$ cat config.mk
export PLATFORM = sky130hd
export DESIGN_NAME = word_assembler
export DESIGN_NICKNAME = d
export VERILOG_FILES = /design/src/rtl/magic_glove_pkg.sv /design/src/rtl/word_assembler_char_debouncer.sv /design/src/rtl/word_assembler.sv
export SDC_FILE = /design/constraint.sdc
export NUM_CORES = 1
export LEC_CHECK = 0
export ABC_AREA = 1
export CORE_UTILIZATION = 50
export CTS_CLUSTER_DIAMETER = 150
export DETAILED_ROUTE_END_ITERATION = 6
export GPL_ROUTABILITY_DRIVEN = 0
export PLACE_DENSITY_LB_ADDON = 0.15
export REMOVE_ABC_BUFFERS = 1
export SYNTH_ARGS = -nofsm -noshare
export SYNTH_HDL_FRONTEND = slang
export SYNTH_HIERARCHICAL = 1
export SYNTH_SLANG_ARGS = --single-unit
$ cat constraint.sdc
create_clock -name i_WA_clk -period 3.5 [get_ports i_WA_clk]
set_input_delay 0.7 -clock i_WA_clk [delete_from_list [all_inputs] [get_ports i_WA_clk]]
set_output_delay 0.7 -clock i_WA_clk [all_outputs]
set_load 0.02 [all_outputs]
$ cat src/rtl/magic_glove_pkg.sv
// Shared types and sizes for the glove letter path (word assembler and DTW matcher).
package magic_glove_pkg;

  localparam int CHAR_W   = 8;
  localparam int CHAR_NUM = 15;
  localparam int WORD_W   = CHAR_W * CHAR_NUM;

  // Classifier code for "no gesture"; never stored in a word.
  localparam logic [7:0] CHAR_GAP = 8'h00;

  typedef enum logic [1:0] {
    S_COLLECT = 2'd0,
    S_ISSUE   = 2'd1,
    S_WAIT    = 2'd2
  } wa_state_t;

  // Bit offset of letter slot idx inside the packed word.
  function automatic logic [6:0] char_lsb(input logic [3:0] idx);
    return {idx, 3'b000};
  endfunction

endpackage

$ cat src/rtl/word_assembler_char_debouncer.sv
// Letter debouncer: accepts a letter once it has been seen STABLE_CNT frames in a row,
// and refuses an immediate repeat of the last letter unless a gap frame came between.
module char_debouncer
  import magic_glove_pkg::*;
#(
  parameter int unsigned STABLE_CNT = 4
) (
  input  logic       clk,
  input  logic       rst,
  input  logic       i_en,
  input  logic       i_clr,
  input  logic       i_valid,
  input  logic [7:0] i_char,
  output logic       o_accept,
  output logic [7:0] o_letter
);

  localparam logic [3:0] STABLE_Q = STABLE_CNT[3:0];

  logic [7:0] cand_q, cand_d;
  logic [7:0] last_q, last_d;
  logic [3:0] run_q,  run_d;
  logic       gap_q,  gap_d;
  logic       hit_s;
  logic       accept_s;
  logic [7:0] letter_s;

  // Next-state for the run counter, candidate, last letter and gap flag; raises accept.
  always_comb begin
    cand_d   = cand_q;
    last_d   = last_q;
    run_d    = run_q;
    gap_d    = gap_q;
    hit_s    = 1'b0;
    accept_s = 1'b0;
    letter_s = cand_q;
    if (i_clr) begin
      cand_d = CHAR_GAP;
      last_d = CHAR_GAP;
      run_d  = 4'd0;
      gap_d  = 1'b0;
    end else if (i_en && i_valid) begin
      if (i_char == CHAR_GAP) begin
        run_d = 4'd0;
        gap_d = 1'b1;
      end else if (i_char == cand_q) begin
        // Saturate so a held letter reaches the threshold only once.
        if (run_q < STABLE_Q) begin
          run_d = run_q + 4'd1;
          hit_s = ((run_q + 4'd1) == STABLE_Q);
        end else begin
          run_d = run_q;
          hit_s = 1'b0;
        end
      end else begin
        cand_d = i_char;
        run_d  = 4'd1;
        hit_s  = (STABLE_Q == 4'd1);
      end
      if (hit_s && ((cand_d != last_q) || gap_q)) begin
        accept_s = 1'b1;
        letter_s = cand_d;
        last_d   = cand_d;
        gap_d    = 1'b0;
      end else begin
        accept_s = 1'b0;
        letter_s = cand_q;
      end
    end else begin
      hit_s = 1'b0;
    end
  end

  // Debounce state registers with synchronous reset.
  always_ff @(posedge clk) begin
    if (rst) begin
      cand_q <= CHAR_GAP;
      last_q <= CHAR_GAP;
      run_q  <= 4'd0;
      gap_q  <= 1'b0;
    end else begin
      cand_q <= cand_d;
      last_q <= last_d;
      run_q  <= run_d;
      gap_q  <= gap_d;
    end
  end

  assign o_accept = accept_s;
  assign o_letter = letter_s;

endmodule

$ cat src/rtl/word_assembler.sv
// Word assembler: packs debounced letters into a 15-char word, detects end of word
// (gesture or idle timeout), pulses start to DTW and holds the word until DTW finishes.
module word_assembler
  import magic_glove_pkg::*;
#(
  parameter int unsigned STABLE_CNT   = 4,
  parameter logic [23:0] IDLE_TIMEOUT = 24'd0
) (
  input  logic          i_WA_clk,
  input  logic          i_WA_rst_n,
  input  logic          i_WA_char_valid,
  input  logic [7:0]    i_WA_char,
  input  logic          i_WA_end,
  input  logic          i_WA_dtw_finish,
  output logic          o_WA_start,
  output logic [119:0]  o_WA_word,
  output logic [3:0]    o_WA_length,
  output logic          o_WA_busy,
  output logic          o_WA_overflow,
  output logic [1:0]    o_state
);

  // Reset input is active-high despite its name.
  logic rst_s;
  assign rst_s = i_WA_rst_n;

  wa_state_t      state_q, state_d;
  logic [119:0]   word_q,  word_d;
  logic [3:0]     length_q, length_d;
  logic           ovf_q,   ovf_d;
  logic [23:0]    tmo_q,   tmo_d;
  logic           start_q, start_d;
  logic           busy_q,  busy_d;

  logic           accept_s;
  logic [7:0]     letter_s;
  logic           clr_s;
  logic           end_s;
  logic           timeout_s;
  logic [23:0]    tmo_next_s;
  logic           collect_s;

  assign collect_s = (state_q == S_COLLECT);

  char_debouncer #(
    .STABLE_CNT (STABLE_CNT)
  ) u_debouncer (
    .clk      (i_WA_clk),
    .rst      (rst_s),
    .i_en     (collect_s),
    .i_clr    (clr_s),
    .i_valid  (i_WA_char_valid),
    .i_char   (i_WA_char),
    .o_accept (accept_s),
    .o_letter (letter_s)
  );

  // FSM next-state, packing, overflow and idle-timeout bookkeeping.
  always_comb begin
    state_d    = state_q;
    word_d     = word_q;
    length_d   = length_q;
    ovf_d      = ovf_q;
    tmo_d      = tmo_q;
    start_d    = 1'b0;
    clr_s      = 1'b0;
    end_s      = 1'b0;
    timeout_s  = 1'b0;
    tmo_next_s = tmo_q + 24'd1;
    case (state_q)
      S_COLLECT: begin
        // Timeout fires on the cycle the counter would reach IDLE_TIMEOUT, so start
        // rises exactly IDLE_TIMEOUT cycles after the last accept.
        timeout_s = (IDLE_TIMEOUT != 24'd0) && (length_q != 4'd0) && !accept_s &&
                    (tmo_next_s == IDLE_TIMEOUT);
        if (accept_s) begin
          tmo_d = 24'd0;
          if (length_q == 4'd15) begin
            ovf_d = 1'b1;
          end else begin
            word_d[char_lsb(length_q) +: CHAR_W] = letter_s;
            length_d = length_q + 4'd1;
          end
        end else if ((IDLE_TIMEOUT != 24'd0) && (length_q != 4'd0)) begin
          tmo_d = tmo_next_s;
        end else begin
          tmo_d = 24'd0;
        end
        end_s = i_WA_end || timeout_s;
        // An end with nothing collected (even after a same-cycle accept) is ignored.
        if (end_s && (length_d != 4'd0)) begin
          state_d = S_ISSUE;
          start_d = 1'b1;
          tmo_d   = 24'd0;
        end else begin
          state_d = S_COLLECT;
        end
      end
      S_ISSUE: begin
        state_d = S_WAIT;
      end
      S_WAIT: begin
        if (i_WA_dtw_finish) begin
          state_d  = S_COLLECT;
          word_d   = '0;
          length_d = 4'd0;
          ovf_d    = 1'b0;
          tmo_d    = 24'd0;
          clr_s    = 1'b1;
        end else begin
          state_d = S_WAIT;
        end
      end
      default: begin
        state_d  = S_COLLECT;
        word_d   = '0;
        length_d = 4'd0;
        ovf_d    = 1'b0;
        tmo_d    = 24'd0;
        clr_s    = 1'b1;
      end
    endcase
    busy_d = (state_d != S_COLLECT);
  end

  // State and output registers with synchronous active-high reset.
  always_ff @(posedge i_WA_clk) begin
    if (rst_s) begin
      state_q  <= S_COLLECT;
      word_q   <= '0;
      length_q <= 4'd0;
      ovf_q    <= 1'b0;
      tmo_q    <= 24'd0;
      start_q  <= 1'b0;
      busy_q   <= 1'b0;
    end else begin
      state_q  <= state_d;
      word_q   <= word_d;
      length_q <= length_d;
      ovf_q    <= ovf_d;
      tmo_q    <= tmo_d;
      start_q  <= start_d;
      busy_q   <= busy_d;
    end
  end

  assign o_WA_start    = start_q;
  assign o_WA_word     = word_q;
  assign o_WA_length   = length_q;
  assign o_WA_busy     = busy_q;
  assign o_WA_overflow = ovf_q;
  assign o_state       = state_q;

endmodule

==> results of run 1 <==
cells by family (layout without fill, tap and decap cells):
family          count (synthesis)  after routing  share of synthesized area [%]
buf+inv                       102            285                           6.43
xor+xnor                        8              8                           1.18
compound gates                177            177                           14.1
simple gates                  480            482                           31.7
flops                         150            150                           45.6
fa+ha+maj                       5              5                          0.951
worst max-delay path, stage by stage:
cell and delay, ns:
sky130_fd_sc_hd__clkdlybuf4s50_1 0.43, sky130_fd_sc_hd__nor2_2 0.13, sky130_fd_sc_hd__nand2_2 0.11, sky130_fd_sc_hd__buf_4 0.16, sky130_fd_sc_hd__o21bai_1 0.17, sky130_fd_sc_hd__nand2_2 0.10, sky130_fd_sc_hd__o21ai_0 0.17, sky130_fd_sc_hd__nor2_1 0.09
sky130_fd_sc_hd__nand3_4 0.09, sky130_fd_sc_hd__nand2_1 0.07, sky130_fd_sc_hd__nor2_1 0.23, sky130_fd_sc_hd__o21ai_4 0.13, sky130_fd_sc_hd__inv_1 0.11, sky130_fd_sc_hd__o21ai_2 0.10, sky130_fd_sc_hd__nor2_1 0.62, sky130_fd_sc_hd__nand2_1 0.11
sky130_fd_sc_hd__a21oi_1 0.17
state kept, by name, indices dropped and copies added, names as in the netlist:
| register | count |
|---|---|
| o_WA_word | 120 |
| u_debouncer/cand_q | 8 |
| u_debouncer/last_q | 8 |
| o_WA_length | 4 |
| u_debouncer/run_q | 4 |
| o_state | 2 |
| o_WA_busy | 1 |
| o_WA_overflow | 1 |
| o_WA_start | 1 |
| u_debouncer/gap_q | 1 |
layer usage:
layer / vias up / global-route usage (%) / share of wire, %
met5: - / 0 / 0
met4: 0 / 10.8 / 2.1
met3: 38 / 6.54 / 6.4
met2: 249 / 45.0 / 47
met1: 3130 / 38.0 / 45
li1: 3355 / - / -
cell usage in the layout (no fill, tap or decap), types with 5 or more instances in the layout:
cell type	n
sky130_fd_sc_hd__nand2_1	288
sky130_fd_sc_hd__dfxtp_1	150
sky130_fd_sc_hd__a21oi_1	142
sky130_fd_sc_hd__clkdlybuf4s50_1	140
sky130_fd_sc_hd__nand3_1	78
sky130_fd_sc_hd__inv_1	57
sky130_fd_sc_hd__nor2_1	56
sky130_fd_sc_hd__buf_4	53
sky130_fd_sc_hd__o21ai_0	20
sky130_fd_sc_hd__clkbuf_16	17
sky130_fd_sc_hd__nand2_2	14
sky130_fd_sc_hd__nor2_2	12
sky130_fd_sc_hd__nand4_1	11
sky130_fd_sc_hd__nor3_1	6
sky130_fd_sc_hd__xor2_1	6
sky130_fd_sc_hd__ha_1	5
power breakdown:
group          internal (uW)  switching [uW]
Clock                   1070             723
Combinational           57.1            86.6
Sequential              1720            12.3
metrics by stage:
stage | setup TNS, ns | instance area (um2) | util (%) | total power [uW] | hold slack [ns]
after floorplan | -310.84 | 6380 | - | 1820 | 0.417
after global placement | -45.01 | 8420 | 66.2 | 1900 | 0.427
after detailed placement | -56.27 | 8420 | 66.2 | 1910 | 0.436
after CTS | 0 | 9000 | 70.8 | 3670 | 0.444
after global routing | -3.55 | 9030 | 70.9 | 3780 | 0.473
final | 0 | 9030 | 70.9 | 3660 | 0.451
area by class of cell:
| class | instances | area, um2 |
|---|---|---|
| clock buffer | 21 | 450 |
| clock inverter | 11 | 124 |
| fill | 1101 | 3700 |
| inverter | 59 | 221 |
| multi-input combinational | 672 | 3190 |
| sequential | 150 | 3000 |
| tap | 172 | 215 |
| timing repair buffer | 194 | 1820 |
worst paths after layout:
| path | to | slack [ns] | cells past startpoint |
|---|---|---|---|
| hold / removal | u_debouncer/run_q[3]$_SDFFE_PP0P_ | 0.45 | 2 |
| setup reg to reg | o_WA_word[81]$_SDFFE_PP0P_ | 0.57 | 15 |
| hold reg to reg | u_debouncer/run_q[3]$_SDFFE_PP0P_ | 0.45 | 2 |
| setup / recovery | o_WA_word[81]$_SDFFE_PP0P_ | 0.15 | 17 |
what timing repair did:
item	in CTS	in global routing
gates cloned	1	1
gates resized for setup	0	4
pin swaps	1	2
setup endpoints to repair	84	119
==> results.sh, run 1 <==
export IMPL_status="complete, no violations"
export IMPL_layout_min_cycle_time_ns=3.35
export IMPL_antennaDiodeCount=0
export IMPL_timing_slew_headroom_pct=42.4
export IMPL_finClkSkew_ns=0.00971
export IMPL_synthesis_area_per_instance_um2=7.14
export IMPL_drive_above_1_share_pct=11.6
export IMPL_number_of_standard_cells_after_synthesis=922
export IMPL_critical_path_required_ns=3.86
export IMPL_num_rows=41
export IMPL_clk_latency_ns=0.44
export IMPL_setup_violations=0
export IMPL_yosysMostFrequentCell="sky130_fd_sc_hd__nand2_1"
export IMPL_timing_critical_path_to_type="register"
export IMPL_worstHoldStart="u_debouncer/run_q[3]$_SDFFE_PP0P_"
export IMPL_first_global_vias=5998
export IMPL_cts_max_level=4
export IMPL_nets=1112
export IMPL_die_y_um=117
export IMPL_synth_top_area_cells="sky130_fd_sc_hd__dfxtp_1, sky130_fd_sc_hd__nand2_1, sky130_fd_sc_hd__a21oi_1"
export IMPL_power_per_cell_area_nw_per_um2=406
export IMPL_critical_path_max_fanout=8
export IMPL_cts_made_buffers=17
export IMPL_power_leakage_uw=0.00345
export IMPL_fp_dieArea_um2=13600
export IMPL_critPathLaunch="i_WA_char[2]"
export IMPL_worst_ir_drop_vdd_uv=311
export IMPL_initial_core_util_pct=51.7
export IMPL_largest_net_degree_at_the_start_of_global_routing=55
export IMPL_detailedPlacementHpwl_um=13200
export IMPL_post_cts_hold_buffer_count=0
export IMPL_max_freq_mhz=299
export IMPL_async_flop_share_pct=0
export IMPL_yosysTopAreaCellShare_pct=45.6
export IMPL_post_route_worst_setup_slack_ns=0.153
export IMPL_post_place_cells=1245
export IMPL_detail_route_iter0_violations=637
export IMPL_cts_path_max_buffers=2
export IMPL_clk_pin_slew_ns=0.06
export IMPL_overflow=0
export IMPL_worst_ep_arrival_time_ns=3.71
export IMPL_tritoncts="done"
export IMPL_totalWireLength_um=19000
export IMPL_synth_sequential_area_ratio_pct=45.6
export IMPL_synth_seq_cells=150
export IMPL_synthesis_yosys_warnings=6
export IMPL_final_standard_cell_count_with_taps_included_and_fillers_excluded=1279
export IMPL_track_usage_pct=28.5
export IMPL_final_max_slew_violation_count=0
export IMPL_die_w_um=117
export IMPL_preCtsSetupSlack_ns=-0.563
export IMPL_postRouteAntennaNets=0
export IMPL_min_path_type="register to register"
export IMPL_grt_antenna_before_repair=0
export IMPL_number_of_violations_of_the_max_capacitance_limit=0
export IMPL_core_area_um2=12700
export IMPL_post_drt_via_cell_ratio=5.29
export IMPL_cts_sink_count=150
export IMPL_synth_edf_count=0
export IMPL_count_of_endpoints_failing_hold_in_the_final_timing_report=0
export IMPL_area_growth_syn_to_layout_pct=37.2
export IMPL_rsz_0062_raised_after_global_routing="true"
export IMPL_netlist_top_cell_by_area="sky130_fd_sc_hd__dfxtp_1"
export IMPL_ys_flop_type="sky130_fd_sc_hd__dfxtp_1"
export IMPL_drc=0
export IMPL_timing_worst_setup_path_type="primary input to register"
export IMPL_route_vias_total=6772
export IMPL_slew_at_the_pin_closest_to_its_max_slew_limit_ns=0.855
export IMPL_cts_setup_buffers=0
export IMPL_routed_wire_length_per_instance_um=14.9
export IMPL_final_min_period_over_clock_period_pct=95.6
export IMPL_startpoint_type="primary input"
export IMPL_drt_pass1_iterations=7
export IMPL_pin_count=142
export IMPL_root_buffer="sky130_fd_sc_hd__clkbuf_16"
export IMPL_portBuffers=141
export IMPL_synthTopCellsByCount="sky130_fd_sc_hd__nand2_1, sky130_fd_sc_hd__dfxtp_1, sky130_fd_sc_hd__a21oi_1"
export IMPL_grt_first_pass_wirelength_um=29700
export IMPL_yosys_cell_types_count=37
export IMPL_synth_area_um2=6580
export IMPL_r2r_start="u_debouncer/cand_q[0]$_SDFFE_PP0P_"
Note: power is estimated with default switching activity, not from simulation.
==> run 2: changes to the inputs <==
Settings changed: DONT_BUFFER_PORTS from default to 1.
==> results.sh, run 2 (same netlist as run 1, synthesis figures left out) <==
export IMPL_worst_ir_drop_vdd_uv=306
export IMPL_first_global_vias=5429
export IMPL_cts_sink_count=150
export IMPL_min_path_type="primary input to register"
export IMPL_critPathSlowestCell="sky130_fd_sc_hd__nor2_1"
export IMPL_root_buffer="sky130_fd_sc_hd__clkbuf_16"
export IMPL_nets=938
export IMPL_postRouteAntennaNets=0
export IMPL_detailedPlacementHpwl_um=12300
export IMPL_status="complete, no violations"
export IMPL_hold_depth=1
export IMPL_layout_min_cycle_time_ns=3.16
export IMPL_n_fill_cell=1204
export IMPL_detail_route_iter0_violations=618
export IMPL_timing_worst_setup_path_type="primary input to register"
export IMPL_r2r_start="u_debouncer/cand_q[3]$_SDFFE_PP0P_"
export IMPL_portBuffers=0
export IMPL_core_area_um2=12700
export IMPL_timing_reg2reg_setup_slack_ns=0.38
export IMPL_critical_path_required_ns=3.85
export IMPL_drt_pass1_iterations=6
export IMPL_timing_reg2reg_worst_path_depth=15
export IMPL_crit_reg2reg_capture="o_WA_word[1]$_SDFFE_PP0P_"
export IMPL_clk_pin_slew_ns=0.06
export IMPL_final_standard_cell_count_with_taps_included_and_fillers_excluded=1105
export IMPL_worst_ep_arrival_time_ns=3.51
export IMPL_max_freq_mhz=317
export IMPL_largest_register_ffs=120
export IMPL_clk_latency_ns=0.43
export IMPL_largest_net_degree_at_the_start_of_global_routing=123
export IMPL_power_leakage_uw=0.00280
export IMPL_cts_made_buffers=17
export IMPL_slew_at_the_pin_closest_to_its_max_slew_limit_ns=0.970
export IMPL_min_delay_worst_endpoint="o_WA_word[103]$_SDFFE_PP0P_"
export IMPL_final_core_utilization_pct=57.8
export IMPL_route_vias_total=6074
export IMPL_post_cts_hold_buffer_count=0
export IMPL_rsz_0062_raised_after_global_routing="false"
export IMPL_layout_cells_most_common="sky130_fd_sc_hd__nand2_1"
export IMPL_grt_first_pass_wirelength_um=27400
export IMPL_critical_path_max_fanout=13
export IMPL_routed_wire_length_per_instance_um=16.2
export IMPL_timing_critical_path_to_type="register"
export IMPL_final_max_slew_violation_count=0
export IMPL_count_of_endpoints_failing_hold_in_the_final_timing_report=0
export IMPL_preCtsSetupSlack_ns=-0.297
export IMPL_totalWireLength_um=17900
export IMPL_number_of_violations_of_the_max_capacitance_limit=0
export IMPL_setup_violations=0
export IMPL_power_per_cell_area_nw_per_um2=493
export IMPL_fp_dieArea_um2=13600
export IMPL_post_place_cells=1072
export IMPL_final_cell_mix="sky130_fd_sc_hd__nand2_1, sky130_fd_sc_hd__dfxtp_1, sky130_fd_sc_hd__a21oi_1, sky130_fd_sc_hd__nand3_1, sky130_fd_sc_hd__nor2_1"
export IMPL_drc=0
export IMPL_track_usage_pct=26.6
export IMPL_drive_above_1_share_pct=9.86
export IMPL_antennaDiodeCount=0
export IMPL_pin_count=142
export IMPL_post_route_worst_setup_slack_ns=0.344
export IMPL_num_rows=41
export IMPL_critical_path_most_common_cell="sky130_fd_sc_hd__nand2_1"
export IMPL_cts_path_max_buffers=2
export IMPL_overflow=0
export IMPL_tritoncts="done"
export IMPL_fin_hold_ws_ns=0.335
export IMPL_startpoint_type="primary input"
export IMPL_post_drt_via_cell_ratio=5.50
export IMPL_cts_max_level=4
export IMPL_area_growth_syn_to_layout_pct=11.8
export IMPL_final_min_period_over_clock_period_pct=90.2
export IMPL_crit_chain="nor2_1 -> nand2_4 -> nor2_8 -> nand2_1 -> nand2_1 -> nand2_1 -> nand2_1 -> inv_1 -> nand2_1 -> nor2_4 -> nand3_4 -> nand2_1 -> nor2_1 -> o21ai_1 -> inv_1 -> o21ai_2 -> nor2_1 -> nand2_1 -> a21oi_1"
export IMPL_worstHoldStart="i_WA_rst_n"
export IMPL_die_y_um=117
export IMPL_die_w_um=117
export IMPL_critPathMaxStageDelay_ns=0.73
export IMPL_finClkSkew_ns=0.00846
export IMPL_initial_core_util_pct=51.7
export IMPL_timing_slew_headroom_pct=35.2
export IMPL_grt_antenna_before_repair=0
## run 2: cell count changes in the layout (fill, tap and decap cells not counted), sizes merged
cell / previous run / this run
buf: 54 / 21
clkbuf: 21 / 20
clkdlybuf4s50: 140 / 0
inv: 61 / 62
nor2: 71 / 70
## run 2: worst max-delay path by stage
| stage | startpoint | end | slack [ns] | depth (start not counted) |
|---|---|---|---|---|
| finish | i_WA_char[4] | o_WA_word[1]$_SDFFE_PP0P_ | 0.34 | 19 |
| global route | i_WA_char[4] | o_WA_word[119]$_SDFFE_PP0P_ | 0.05 | 17 |
| CTS | u_debouncer/cand_q[0]$_SDFFE_PP0P_ | o_WA_word[47]$_SDFFE_PP0P_ | 0.14 | 14 |
| detailed placement | i_WA_char[4] | o_WA_word[47]$_SDFFE_PP0P_ | -0.30 | 18 |
| global placement | i_WA_char[4] | o_WA_word[40]$_SDFFE_PP0P_ | -0.21 | 18 |
| floorplan | o_state[1]$_SDFF_PP0_ | o_WA_word[104]$_SDFFE_PP0P_ | -2.67 | 12 |
## run 2: where the power goes
group | leakage (uW) | internal [uW] | switching [uW]
Combinational | 0.00131 | 33.4 | 55.2
Sequential | 0.00121 | 1720 | 13.7
Clock | 0.000283 | 1080 | 728
Total | 0.00280 | 2830 | 797
## run 2: through the flow
step	setup TNS [ns]	instance area, um2	power [uW]
floorplan	-310.84	6380	1820
global placement	-14.67	6760	1850
detailed placement	-26.57	6760	1850
CTS	0	7350	3650
global route	0	7360	3740
finish	0	7360	3630
## run 2: layer usage
layer | vias up | share of wire [%] | GRT usage [%]
li1 | 3010 | - | -
met1 | 2757 | 41 | 32.7
met2 | 264 | 47 | 41.9
met3 | 43 | 9.5 | 8.56
met4 | 0 | 2.9 | 13.1
met5 | - | 0 | 0
## run 2: final cells by class
type                            count  area [um2]  area share (%)
Tap cell                          172         215            2.92
Clock inverter                     12         144            1.96
Multi-Input combinational cell    671        3170            43.1
Sequential cell                   150        3000            40.8
Clock buffer                       20         447            6.07
Inverter                           59         221            3.01
Timing Repair Buffer               21         158            2.14
## run 2: worst max-delay path: cells and delay by family
kind / cells / cell delay, ns
buf+inv: 2 / 0.20
simple gates: 14 / 2.06
compound gates: 3 / 0.55
## run 2: timing repair
item,in CTS,in global routing
setup endpoints to repair,0,119
setup buffers,0,0
resized for setup,0,0
==> run 3: changes to the inputs <==
Settings changed: CORE_ASPECT_RATIO from default to 0.9.
==> results.sh, run 3 (same netlist as run 1, synthesis figures left out) <==
export IMPL_status="complete, no violations"
export IMPL_timing_worst_setup_path_type="primary input to register"
export IMPL_num_rows=39
export IMPL_first_global_vias=5482
export IMPL_fp_dieArea_um2=13600
export IMPL_min_path_type="primary input to register"
export IMPL_overflow=0
export IMPL_power_leakage_uw=0.00276
export IMPL_portBuffers=0
export IMPL_nets=927
export IMPL_area_growth_syn_to_layout_pct=10.7
export IMPL_number_of_violations_of_the_max_capacitance_limit=0
export IMPL_critPathLaunch="i_WA_char[2]"
export IMPL_drive_above_1_share_pct=8.79
export IMPL_place_area_um2=6690
export IMPL_cts_max_level=4
export IMPL_cts_sink_count=150
export IMPL_max_freq_mhz=327
export IMPL_critical_path_required_ns=3.85
export IMPL_core_area_um2=12800
export IMPL_worstHoldStart="i_WA_rst_n"
export IMPL_setup_worst_path_end="o_WA_word[103]$_SDFFE_PP0P_"
export IMPL_cts_path_max_buffers=2
export IMPL_slew_at_the_pin_closest_to_its_max_slew_limit_ns=0.854
export IMPL_largest_register_ffs=120
export IMPL_antennaDiodeCount=0
export IMPL_layout_cells_most_common="sky130_fd_sc_hd__nand2_1"
export IMPL_detail_route_iter0_violations=428
export IMPL_r2r_start="u_debouncer/cand_q[2]$_SDFFE_PP0P_"
export IMPL_drc=0
export IMPL_power_per_cell_area_nw_per_um2=499
export IMPL_postRouteAntennaNets=0
export IMPL_clk_pin_slew_ns=0.06
export IMPL_worst_ir_drop_vdd_uv=345
export IMPL_final_min_period_over_clock_period_pct=87.3
export IMPL_worst_ep_arrival_time_ns=3.40
export IMPL_cts_made_buffers=17
export IMPL_track_usage_pct=26.2
export IMPL_initial_core_util_pct=51.5
export IMPL_crit_reg2reg_capture="o_WA_word[103]$_SDFFE_PP0P_"
export IMPL_grt_first_pass_wirelength_um=27800
export IMPL_setup_violations=0
export IMPL_clk_latency_ns=0.42
export IMPL_die_y_um=111
export IMPL_startpoint_type="primary input"
export IMPL_count_of_endpoints_failing_hold_in_the_final_timing_report=0
export IMPL_finClkSkew_ns=0.00692
export IMPL_cts_resized=0
export IMPL_drt_pass1_iterations=5
export IMPL_post_drt_via_cell_ratio=5.53
export IMPL_totalWireLength_um=17500
export IMPL_timing_critical_path_to_type="register"
export IMPL_grt_antenna_before_repair=0
export IMPL_timing_slew_headroom_pct=42.8
export IMPL_largest_net_degree_at_the_start_of_global_routing=123
export IMPL_die_w_um=123
export IMPL_fin_hold_ws_ns=0.350
export IMPL_pin_count=142
export IMPL_detailedPlacementHpwl_um=12300
export IMPL_rsz_0062_raised_after_global_routing="false"
export IMPL_timing_reg2reg_setup_slack_ns=0.48
export IMPL_post_cts_hold_buffer_count=0
export IMPL_routed_wire_length_per_instance_um=16.1
export IMPL_timing_reg2reg_worst_path_depth=14
export IMPL_critical_path_max_fanout=14
export IMPL_layout_min_cycle_time_ns=3.06
export IMPL_tritoncts="done"
export IMPL_route_vias_total=6003
export IMPL_postLayoutCellArea_um2=7280
export IMPL_final_cell_mix="sky130_fd_sc_hd__nand2_1, sky130_fd_sc_hd__dfxtp_1, sky130_fd_sc_hd__a21oi_1, sky130_fd_sc_hd__nand3_1, sky130_fd_sc_hd__nor2_1"
export IMPL_root_buffer="sky130_fd_sc_hd__clkbuf_16"
export IMPL_final_max_slew_violation_count=0
export IMPL_cts_setup_buffers=0
## run 3: changes by cell type in the layout (fill, tap and decap cells not counted)
cell,change
sky130_fd_sc_hd__buf_4,-11
sky130_fd_sc_hd__clkbuf_8,+2
sky130_fd_sc_hd__clkinv_4,-2
sky130_fd_sc_hd__buf_12,+1
sky130_fd_sc_hd__clkinv_2,+1
sky130_fd_sc_hd__inv_8,-1
sky130_fd_sc_hd__nor2_2,-1
## run 3: worst min-delay path by stage
stage	depth (start not counted)	to	slack (ns)
global placement	2	u_debouncer/run_q[3]$_SDFFE_PP0P_	0.43
detailed placement	2	u_debouncer/run_q[3]$_SDFFE_PP0P_	0.45
global route	1	o_WA_word[93]$_SDFFE_PP0P_	0.33
CTS	1	o_WA_word[26]$_SDFFE_PP0P_	0.34
floorplan	2	u_debouncer/run_q[3]$_SDFFE_PP0P_	0.42
finish	1	o_WA_word[89]$_SDFFE_PP0P_	0.35
## run 3: cell type report
cell class,instances,area [um2]
Fill cell,1215,5500
Tap cell,164,205
Multi-Input combinational cell,670,3160
Clock inverter,10,120
Sequential cell,150,3000
Timing Repair Buffer,11,95.1
Inverter,59,221
Clock buffer,22,474
## run 3: worst max-delay path: stages
cell	delay, ns
sky130_fd_sc_hd__nor2_2	0.11
sky130_fd_sc_hd__nand2_2	0.14
sky130_fd_sc_hd__nor2_8	0.28
sky130_fd_sc_hd__inv_1	0.12
sky130_fd_sc_hd__nand2_1	0.11
sky130_fd_sc_hd__nand2_2	0.07
sky130_fd_sc_hd__nand2_1	0.07
sky130_fd_sc_hd__nand2_2	0.05
sky130_fd_sc_hd__nand2_2	0.07
sky130_fd_sc_hd__nor2_4	0.05
sky130_fd_sc_hd__nand3_4	0.05
sky130_fd_sc_hd__nand2_1	0.07
sky130_fd_sc_hd__nor2_1	0.13
sky130_fd_sc_hd__o21ai_1	0.16
sky130_fd_sc_hd__inv_1	0.12
sky130_fd_sc_hd__o21ai_2	0.12
sky130_fd_sc_hd__nor2_1	0.69
sky130_fd_sc_hd__nand2_1	0.13
sky130_fd_sc_hd__a21oi_1	0.19
## run 3: through the flow
stage	cells	setup TNS [ns]	util (%)	power, uW	setup slack (ns)
after floorplan	879	-310.84	-	1820	-2.67
after global placement	1054	0	52.3	1850	0.179
after CTS	1086	0	57.0	3650	0.497
after detailed placement	1054	0	52.3	1850	0.0630
final	1086	0	57.0	3630	0.444
after global routing	1086	0	57.0	3750	0.139
## run 3: where the power goes
| part | internal, uW | leakage [uW] | switching [uW] | total [uW] |
|---|---|---|---|---|
| logic | 27.1 | 0.00126 | 50.8 | 77.9 |
| clock network | 1110 | 0.000287 | 713 | 1820 |
| registers | 1720 | 0.00121 | 16.8 | 1730 |
## run 3: layer usage
metal	track usage, %	routed length [um]	share of wire [%]
met2	40.8	8080	46
met3	8.08	1310	7.5
met1	33.5	7760	44
met4	10.2	323	1.8
met5	0	0	0
